<file path="config.mk">
export PLATFORM = sky130hd
export DESIGN_NAME = mem_region_router
export DESIGN_NICKNAME = d
export VERILOG_FILES = /design/src/rtl/mem_region_router.sv
export SDC_FILE = /design/constraint.sdc
export NUM_CORES = 1
export LEC_CHECK = 0
export CAP_MARGIN = 20
export CORE_AREA = 2 2 218 220
export CTS_BUF_LIST = sky130_fd_sc_hd__clkbuf_8
export CTS_CLUSTER_SIZE = 25
export DETAILED_ROUTE_END_ITERATION = 12
export DIE_AREA = 0 0 220 222
export GPL_TIMING_DRIVEN = 1
export PLACE_DENSITY = 0.49
export SLEW_MARGIN = 40
export SYNTH_ARGS = -nofsm -noshare
export SYNTH_HDL_FRONTEND = slang
export SYNTH_SLANG_ARGS = --single-unit
</file>
<file path="constraint.sdc">
create_clock -name clk -period 10.6 [get_ports clk]
set_input_delay 1.59 -clock clk [delete_from_list [all_inputs] [get_ports clk]]
set_output_delay 1.59 -clock clk [all_outputs]
set_load 0.005 [all_outputs]
</file>
<file path="src/rtl/mem_region_router.sv">
// mem_region_channel: one independent request channel of the region router.
// Decodes the upstream address against the region table, forwards the
// request to the single matching region, and returns a registered one-cycle
// completion (requestDone/readValid/error, dout) to the requester.
//
// Ports
//   clk, rst                      clock, asynchronous active-high reset
//   isRequest, we, addr, din      upstream request (we == 0 means read)
//   dout, requestDone,
//   readValid, error              upstream completion, registered
//   regReq, regAddr, regDin,
//   regWe                         region-side request, held while BUSY
//   regDout, regDone, regValid    per-region response inputs
//
// state | meaning
// ------+-----------------------------------------------------------------
// IDLE  | decoder live; a hit launches a region request, a miss answers
//       | with an error on the next cycle
// BUSY  | request held on the latched region; waiting for its done or
//       | for the timeout counter to expire
module mem_region_channel #(
   parameter int                       NUM_REGIONS    = 3,
   parameter logic [NUM_REGIONS*32-1:0] REGION_BASE   = {32'h8001_0000, 32'h8000_0000, 32'h0000_0000},
   parameter logic [NUM_REGIONS*32-1:0] REGION_MASK   = {32'hFFFF_F000, 32'hFFFF_8000, 32'h8000_0000},
   parameter int                       TIMEOUT_CYCLES = 255
) (
   input  logic                      clk,
   input  logic                      rst,
   input  logic                      isRequest,
   input  logic [3:0]                we,
   input  logic [31:0]               addr,
   input  logic [31:0]               din,
   output logic [31:0]               dout,
   output logic                      requestDone,
   output logic                      readValid,
   output logic                      error,
   output logic [NUM_REGIONS-1:0]    regReq,
   output logic [31:0]               regAddr,
   output logic [31:0]               regDin,
   output logic [3:0]                regWe,
   input  logic [NUM_REGIONS*32-1:0] regDout,
   input  logic [NUM_REGIONS-1:0]    regDone,
   input  logic [NUM_REGIONS-1:0]    regValid
);

   localparam int IDX_W   = (NUM_REGIONS > 1) ? $clog2(NUM_REGIONS) : 1;
   localparam int NUM_PAD = 1 << IDX_W;
   localparam logic [15:0] TIMER_LAST = 16'(TIMEOUT_CYCLES - 1);

   typedef enum logic {IDLE, BUSY} stateT;

   stateT                  state, nextState;
   logic [IDX_W-1:0]       regIdx, regIdxNext;
   logic [15:0]            timer, timerNext;
   logic [NUM_REGIONS-1:0] regReqNext;
   logic [31:0]            regAddrNext, regDinNext, doutNext;
   logic [3:0]             regWeNext;
   logic                   requestDoneNext, readValidNext, errorNext;

   logic                   hit;
   logic [IDX_W-1:0]       hitIdx;

   // Response inputs padded to a power of two so the latched index can never
   // select past the end of the vector.
   logic [NUM_PAD-1:0]     donePad, validPad;
   logic [NUM_PAD*32-1:0]  doutPad;
   logic [31:0]            selDout;

   assign donePad  = NUM_PAD'(regDone);
   assign validPad = NUM_PAD'(regValid);
   assign doutPad  = (NUM_PAD*32)'(regDout);
   assign selDout  = doutPad[regIdx*32 +: 32];

   // Scan from the top down so the lowest matching region is the last writer.
   always_comb begin
      hit    = 1'b0;
      hitIdx = '0;
      for (int r = NUM_REGIONS - 1; r >= 0; r--) begin
         if ((addr & REGION_MASK[r*32 +: 32]) == REGION_BASE[r*32 +: 32]) begin
            hit    = 1'b1;
            hitIdx = IDX_W'(r);
         end
      end
   end

   always_comb begin
      nextState       = state;
      regIdxNext      = regIdx;
      timerNext       = timer;
      regReqNext      = regReq;
      regAddrNext     = regAddr;
      regDinNext      = regDin;
      regWeNext       = regWe;
      doutNext        = dout;
      requestDoneNext = 1'b0;
      readValidNext   = 1'b0;
      errorNext       = 1'b0;
      case (state)
         IDLE: begin
            if (isRequest) begin
               if (hit) begin
                  nextState   = BUSY;
                  regIdxNext  = hitIdx;
                  regReqNext  = NUM_REGIONS'(1) << hitIdx;
                  regAddrNext = addr;
                  regDinNext  = din;
                  regWeNext   = we;
                  timerNext   = '0;
               end else begin
                  requestDoneNext = 1'b1;
                  errorNext       = 1'b1;
                  doutNext        = '0;
               end
            end
         end
         BUSY: begin
            // A done on the expiry cycle still counts as a normal completion.
            if (donePad[regIdx]) begin
               nextState       = IDLE;
               regReqNext      = '0;
               requestDoneNext = 1'b1;
               readValidNext   = validPad[regIdx];
               doutNext        = validPad[regIdx] ? selDout : '0;
            end else if (timer == TIMER_LAST) begin
               nextState       = IDLE;
               regReqNext      = '0;
               requestDoneNext = 1'b1;
               errorNext       = 1'b1;
               doutNext        = '0;
            end else begin
               timerNext = timer + 16'd1;
            end
         end
         default: nextState = IDLE;
      endcase
   end

   always_ff @(posedge clk or posedge rst) begin
      if (rst) begin
         state       <= IDLE;
         regIdx      <= '0;
         timer       <= '0;
         regReq      <= '0;
         regAddr     <= '0;
         regDin      <= '0;
         regWe       <= '0;
         dout        <= '0;
         requestDone <= 1'b0;
         readValid   <= 1'b0;
         error       <= 1'b0;
      end else begin
         state       <= nextState;
         regIdx      <= regIdxNext;
         timer       <= timerNext;
         regReq      <= regReqNext;
         regAddr     <= regAddrNext;
         regDin      <= regDinNext;
         regWe       <= regWeNext;
         dout        <= doutNext;
         requestDone <= requestDoneNext;
         readValid   <= readValidNext;
         error       <= errorNext;
      end
   end

endmodule

// mem_region_router: two fully independent channels (A and B) routing
// upstream requests to address-decoded target regions. No arbitration
// between the channels; each owns its own set of region-side signals.
//
// Ports (X in {A, B})
//   clk, rst                                  clock, async active-high reset
//   isRequestX, weX, addrX, dinX              upstream request
//   doutX, requestDoneX, readValidX, errorX   upstream completion
//   regReqX, regAddrX, regDinX, regWeX        region-side request
//   regDoutX, regDoneX, regValidX             region-side response
module mem_region_router #(
   parameter int                       NUM_REGIONS    = 3,
   parameter logic [NUM_REGIONS*32-1:0] REGION_BASE   = {32'h8001_0000, 32'h8000_0000, 32'h0000_0000},
   parameter logic [NUM_REGIONS*32-1:0] REGION_MASK   = {32'hFFFF_F000, 32'hFFFF_8000, 32'h8000_0000},
   parameter int                       TIMEOUT_CYCLES = 255
) (
   input  logic                      clk,
   input  logic                      rst,
   input  logic                      isRequestA,
   input  logic [3:0]                weA,
   input  logic [31:0]               addrA,
   input  logic [31:0]               dinA,
   output logic [31:0]               doutA,
   output logic                      requestDoneA,
   output logic                      readValidA,
   output logic                      errorA,
   output logic [NUM_REGIONS-1:0]    regReqA,
   output logic [31:0]               regAddrA,
   output logic [31:0]               regDinA,
   output logic [3:0]                regWeA,
   input  logic [NUM_REGIONS*32-1:0] regDoutA,
   input  logic [NUM_REGIONS-1:0]    regDoneA,
   input  logic [NUM_REGIONS-1:0]    regValidA,
   input  logic                      isRequestB,
   input  logic [3:0]                weB,
   input  logic [31:0]               addrB,
   input  logic [31:0]               dinB,
   output logic [31:0]               doutB,
   output logic                      requestDoneB,
   output logic                      readValidB,
   output logic                      errorB,
   output logic [NUM_REGIONS-1:0]    regReqB,
   output logic [31:0]               regAddrB,
   output logic [31:0]               regDinB,
   output logic [3:0]                regWeB,
   input  logic [NUM_REGIONS*32-1:0] regDoutB,
   input  logic [NUM_REGIONS-1:0]    regDoneB,
   input  logic [NUM_REGIONS-1:0]    regValidB
);

   mem_region_channel #(
      .NUM_REGIONS(NUM_REGIONS), .REGION_BASE(REGION_BASE),
      .REGION_MASK(REGION_MASK), .TIMEOUT_CYCLES(TIMEOUT_CYCLES)
   ) channelA (
      .clk(clk), .rst(rst),
      .isRequest(isRequestA), .we(weA), .addr(addrA), .din(dinA),
      .dout(doutA), .requestDone(requestDoneA), .readValid(readValidA), .error(errorA),
      .regReq(regReqA), .regAddr(regAddrA), .regDin(regDinA), .regWe(regWeA),
      .regDout(regDoutA), .regDone(regDoneA), .regValid(regValidA)
   );

   mem_region_channel #(
      .NUM_REGIONS(NUM_REGIONS), .REGION_BASE(REGION_BASE),
      .REGION_MASK(REGION_MASK), .TIMEOUT_CYCLES(TIMEOUT_CYCLES)
   ) channelB (
      .clk(clk), .rst(rst),
      .isRequest(isRequestB), .we(weB), .addr(addrB), .din(dinB),
      .dout(doutB), .requestDone(requestDoneB), .readValid(readValidB), .error(errorB),
      .regReq(regReqB), .regAddr(regAddrB), .regDin(regDinB), .regWe(regWeB),
      .regDout(regDoutB), .regDone(regDoneB), .regValid(regValidB)
   );

endmodule
</file>
; ---- Word level (Yosys, flattened, before mapping)
; Index checks and enable logic that the tools add are counted.
[op_classes]
add_sub_neg = 2
order_cmp = 2
n_eq_ne = 18
shifts = 4
muxes = 80
bitwise_logic = 2
n_reduce_logical = 10
[op_table]
columns = operator, count
row1 = $mux 32, 10
row2 = $shiftx 128x8->32, 2
row3 = $mux 16, 8
row4 = $pmux 32 s2, 2
row5 = $logic_not 32->1, 2
row6 = $pmux 16 s2, 2
row7 = $eq 20x20->1 const B, 2
row8 = $eq 17x17->1 const B, 2
row9 = $add 16x1->16 const B, 2
row10 = $eq 16x8->1 const B, 2
row11 = $mux 1, 32
row12 = $mux 3, 8
row13 = $reduce_and 3->1, 6
row14 = $ne 2x2->1 const B, 8
row15 = $mux 2, 6
row16 = $pmux 1 s2, 6
row17 = $pmux 3 s2, 2
row18 = $bmux 1 s2, 4
row19 = $reduce_and 4->1, 2
row20 = $lt 2x3->1 const B, 2
row21 = $ne 3x3->1 const B, 2
row22 = $shl 1x2->3 const A, 2
row23 = $ne 2x1->1 const B, 2
row24 = $not 1->1, 2
[word_totals]
register_bits = 250

; ---- Longest topological paths before layout
[logic_depth]
word_depth = 8
mapped_depth = 9
depth_no_buf = 8

; ---- Hierarchy
; A second synthesis with hierarchy kept.
[hier_totals]
hier_cells = 950
hier_area_um2 = 11618.6
[by_module_without_submodules]
columns = module, instances, cells_per_inst, area_per_inst_um2, seq_area_each_um2
row1 = mem_region_channel, 2, 475, 5809.3, 3128.0

; ---- Worst setup path after synthesis
; Ideal clock, no wire load.
[synth_timing]
path_type = input port to flip-flop
startpoint = input port addrB[13]
endpoint = register channelB.regAddr[10]
setup_ns = 0.125
t_arrival_ns = 3.244
required_time_ns = 10.475
setup_slack_ns = 7.231
path_stages = 5
n_path_buf = 1
cell_sequence = or3_1 -> a311o_1 -> a21oi_4 -> buf_4 -> mux2_2
[synth_between]
elab_chain_cells = 5
[synth_rtl]
columns = element, line
row1 = from (decl), 203  ; input logic [31:0] addrB,
row2 = $eq 20x20->1, 79  ; if ((addr & REGION_MASK[r*32 +: 32]) == REGION_BASE[r*32 +: 32]) begin
row3 = $mux 1 (3 in series), 79
row4 = $reduce_and 3->1 (no source line), n/a
row5 = to (signal assigned), 156  ; regAddr <= regAddrNext;
row6 = to (decl), 38  ; output logic [31:0] regAddr,
; Every way passes these cells.
; A chain may end at the register's enable or synchronous reset.

; ---- Final worst setup path
[layout_timing]
startpoint = input port addrA[27]
endpoint = register channelA.regDin[17]
[layout_between]
elab_chain_cells = 5
word_cells_on_any_way = 6
classes_between = eq/ne: 2 / mux: 3 / reduce/logical: 1
[layout_rtl]
columns = element, line
row1 = from (decl), 188  ; input logic [31:0] addrA,
row2 = $eq 20x20->1, 79
row3 = $mux 1, 79
row4 = $mux 1 (*) (2 in series), 79
row5 = $reduce_and 3->1 (no source line) (*), n/a
row6 = to (signal assigned), 157  ; regDin <= regDinNext;
row7 = to (decl), 39  ; output logic [31:0] regDin,
; Every way passes the cells marked *; elsewhere a longest branch is shown, timed or not.

==> Flow_metrics.wiki <==
{| class="wikitable"
! Metric !! Value
|-
| Outcome || complete, no violations
|-
| Hold Buf Count CTS || 0
|-
| H-tree depth || 2
|-
| Upper clock frequency limit || roughly 0.25 GHz
|-
| Mean routed wirelength per cell || between 15 and 20 µm
|-
| Async set-or-reset flop fraction in the synthesized netlist || 100%
|-
| Mean area per synthesized cell || about 12 µm²
|-
| Via Count || around 9900
|-
| Setup total negative slack || 0 ns
|-
| Number of buffers added by the clock tree synthesis step || 51
|-
| Final number of max-transition violations || 0
|-
| Data required time at the worst endpoint || 11.08 ns
|-
| Top-level port count || around 560
|-
| Sequential fraction of the synthesis area || a little over half
|-
| Fill cells || between 4000 and 5000
|-
| Kind of start point of the critical path || input port
|-
| Maximum number of pins on one net before global-route repair || about 110
|-
| Final clock skew || between 0.02 and 0.03 ns
|-
| Detailed-router iteration count before antenna repair || 5
|-
| Final cell count without fillers || ~2200
|-
| Unrepaired setup endpoints after global routing || false
|-
| Worst supply voltage drop on vdd || between 0.1 and 0.15 mV
|-
| Final cycle utilization of the critical path || between 30% and 40%
|-
| Leading area contributor after synthesis || sky130_fd_sc_hd__dfrtp_1
|-
| Max-slew headroom at the worst pin || a little over half
|-
| Yosys Warn Count || 0
|-
| Final Hold Vio Count || 0
|-
| Post-synth EDFFs || 0
|-
| Post-synthesis net count || about 1300
|-
| Count of unique library cells instantiated by Yosys || between 60 and 70
|-
| Post-CTS clock slew at the launch and capture registers of the worst setup and hold paths || 0.05 ns
|-
| Pwr Density || approximately 170 mW/mm²
|-
| Max-capacitance violation count || 0
|-
| Synth area leaders || sky130_fd_sc_hd__dfrtp_1, sky130_fd_sc_hd__mux2_2, sky130_fd_sc_hd__mux2i_1
|-
| Data arrival time of the critical path || ~4.5 ns
|-
| Total DRC errors in the routed layout || 0
|-
| Vertical extent of the die || 222 µm
|-
| Slew at the pin closest to its max-slew limit || a little over 0.7 ns
|-
| Primary FF master, synth || sky130_fd_sc_hd__dfrtp_1
|-
| Final WL || just over 40000 µm
|-
| Global-route wire length before repair || 61700 µm
|-
| Share of the synthesized area in the top cell type || a little over half
|-
| Number of gates resized after CTS || 0
|-
| Capturing element type of the critical path || flop
|-
| Kind of critical path || input port to flop
|-
| Routed via count divided by cell count || approximately 4.6
|-
| Port Buf Inserts || roughly 560
|-
| Multi-input gate area || 0.00483 mm²
|-
| Final period demand of the worst path || around 4.1 ns
|-
| Max Buffers Root-to-Sink || 3
|-
| Max FO, Critical Path || a little under 70
|-
| Vias in the first global route || 10400
|-
| Area added between synthesis and finish || 63.4%
|-
| TritonCTS clock tree || yes
|-
| Fraction of final layout cells sized beyond drive strength 1 || between 15 and 20%
|-
| Diodes inserted || 0
|-
| Total routing resource utilization after global routing || 16.2%
|-
| Core Rows || 79
|-
| Drt first-iter violations || about 330
|-
| Clk root buf || sky130_fd_sc_hd__clkbuf_8
|-
| Number of synthesized register bits || 250
|-
| Number of cells in the design after placement || a little over 2000
|-
| Antenna violations before repair || 0
|-
| Sum of overflow across all layers after global routing || 0
|-
| Core area || roughly 0.046 mm²
|-
| Post-synthesis instance total || approximately 950
|-
| Starting Density || approximately a quarter
|-
| Post-DP HPWL || ~29000 µm
|-
| Width of the die || approximately 220 µm
|-
| Path category of the worst min-delay check || flop to flop
|-
| Most instantiated cells after synthesis || sky130_fd_sc_hd__dfrtp_1, sky130_fd_sc_hd__mux2_2, sky130_fd_sc_hd__a21oi_1
|-
| Worst-Skew Late Latency || 0.61 ns
|-
| Combined flip-flop and latch cell area || ~0.0063 mm²
|-
| GPL Wtd Cong || 0.811
|-
| Cell area after synthesis || 0.0115 mm²
|-
| LEAKAGE || between 7 and 8 nW
|-
| Number of nets with antenna violations after routing || 0
|-
| Number of nets in the layout || ~1900
|-
| Die outline area || 0.0488 mm²
|-
| Post-CTS Setup Bufs || 0
|-
| Final setup violation count || 0
|-
| Clk sinks || 250
|-
| Most frequent cell after synthesis || sky130_fd_sc_hd__dfrtp_1
|}
placed cells by master (no fill, tap or decap), drive strengths merged, types with 7 or more instances in the layout:
cell and instances:
a21oi 71, a311o 8, a31o 7, and3 14, buf 15, clkbuf 72, clkdlybuf4s50 555, dfrtp 250
inv 32, mux2 136, mux2i 69, nand2 27, nand3 15, nand4 11, nor2 71, nor3 13
nor4 8, nor4b 10, o21ai 16, o2bb2ai 65
power breakdown:
group / total [mW] / internal, mW / switching (mW)
registers: 1.26 / 1.14 / 0.118
clock network: 1.09 / 0.648 / 0.446
logic: 0.826 / 0.550 / 0.276
cell families (layout without fill, tap and decap cells):
family                     Yosys count  count (layout)  synth area share [%]
DFF                                250             250                  54.5
muxes                              205             205                  19.4
AOI/OAI and AO/OA                  209             209                  13.1
and+or+nand+nor                    201             201                  9.09
adders and majority gates            4               4                 0.436
buffers and inverters               85             682                  3.52
metrics by stage:
step	area [µm²]	total power, mW	hold slack [ns]	utilization [%]	setup slack (ns)
detailed placement	17600	2.11	0.472	38.1	5.97
global placement	17600	2.11	0.469	38.0	5.82
floorplan	11500	1.54	0.465	-	2.14
global route	18800	3.38	0.501	40.5	6.43
CTS	18700	3.26	0.484	40.5	6.64
finish	18800	3.18	0.480	40.5	6.54
sequential cells by signal, indices dropped and copies added, names as in the netlist, 3 cells and up:
name and cells:
channelB.timer 16, channelA.regAddr 32, channelB.regDin 32, channelB.regWe 4
channelA.regDin 32, channelA.regWe 4, channelA.dout 32, channelA.regReq 3
channelB.dout 32, channelA.timer 16, channelB.regReq 3, channelB.regAddr 32
worst max-delay path: stages:
cell	delay (ns)
sky130_fd_sc_hd__clkdlybuf4s50_1	0.48
sky130_fd_sc_hd__nor4_1	0.67
sky130_fd_sc_hd__nand4_1	0.34
sky130_fd_sc_hd__o21a_1	0.35
sky130_fd_sc_hd__nor2_4	0.13
sky130_fd_sc_hd__buf_6	0.50
sky130_fd_sc_hd__mux2_2	0.41
worst paths after layout:
path                                     from              endpoint  slack (ns)  cells past startpoint
setup / recovery                    addrA[27]   channelA.regDin[17]        6.54                      7
hold / removal             channelB.regReq[1]    channelB.regReq[1]        0.48                      1
setup reg to reg           channelB.regIdx[1]     channelB.timer[3]        7.66                      7
hold reg to reg            channelB.regReq[1]    channelB.regReq[1]        0.48                      1
max in group asynchronous                 rst    channelB.regIdx[1]        7.93                      3
min in group asynchronous                 rst  channelA.regAddr[25]        1.48                      2
final cells by class:
cell class	count	area share, %
Clock buffer	72	5.28
Clock inverter	21	0.767
Inverter	19	0.447
Multi-Input combinational cell	619	25.8
Sequential cell	250	33.4
Tap cell	607	4.05
Timing Repair Buffer	570	30.3
routing by layer:
layer | global-route usage, % | wire [µm] | up-vias
li1 | - | - | 4651
met1 | 19.5 | 16200 | 4817
met2 | 27.1 | 19900 | 345
met3 | 5.10 | 3480 | 61
met4 | 5.78 | 992 | 0
met5 | 0 | 0 | -
Note: power is estimated with default switching activity, not from simulation.
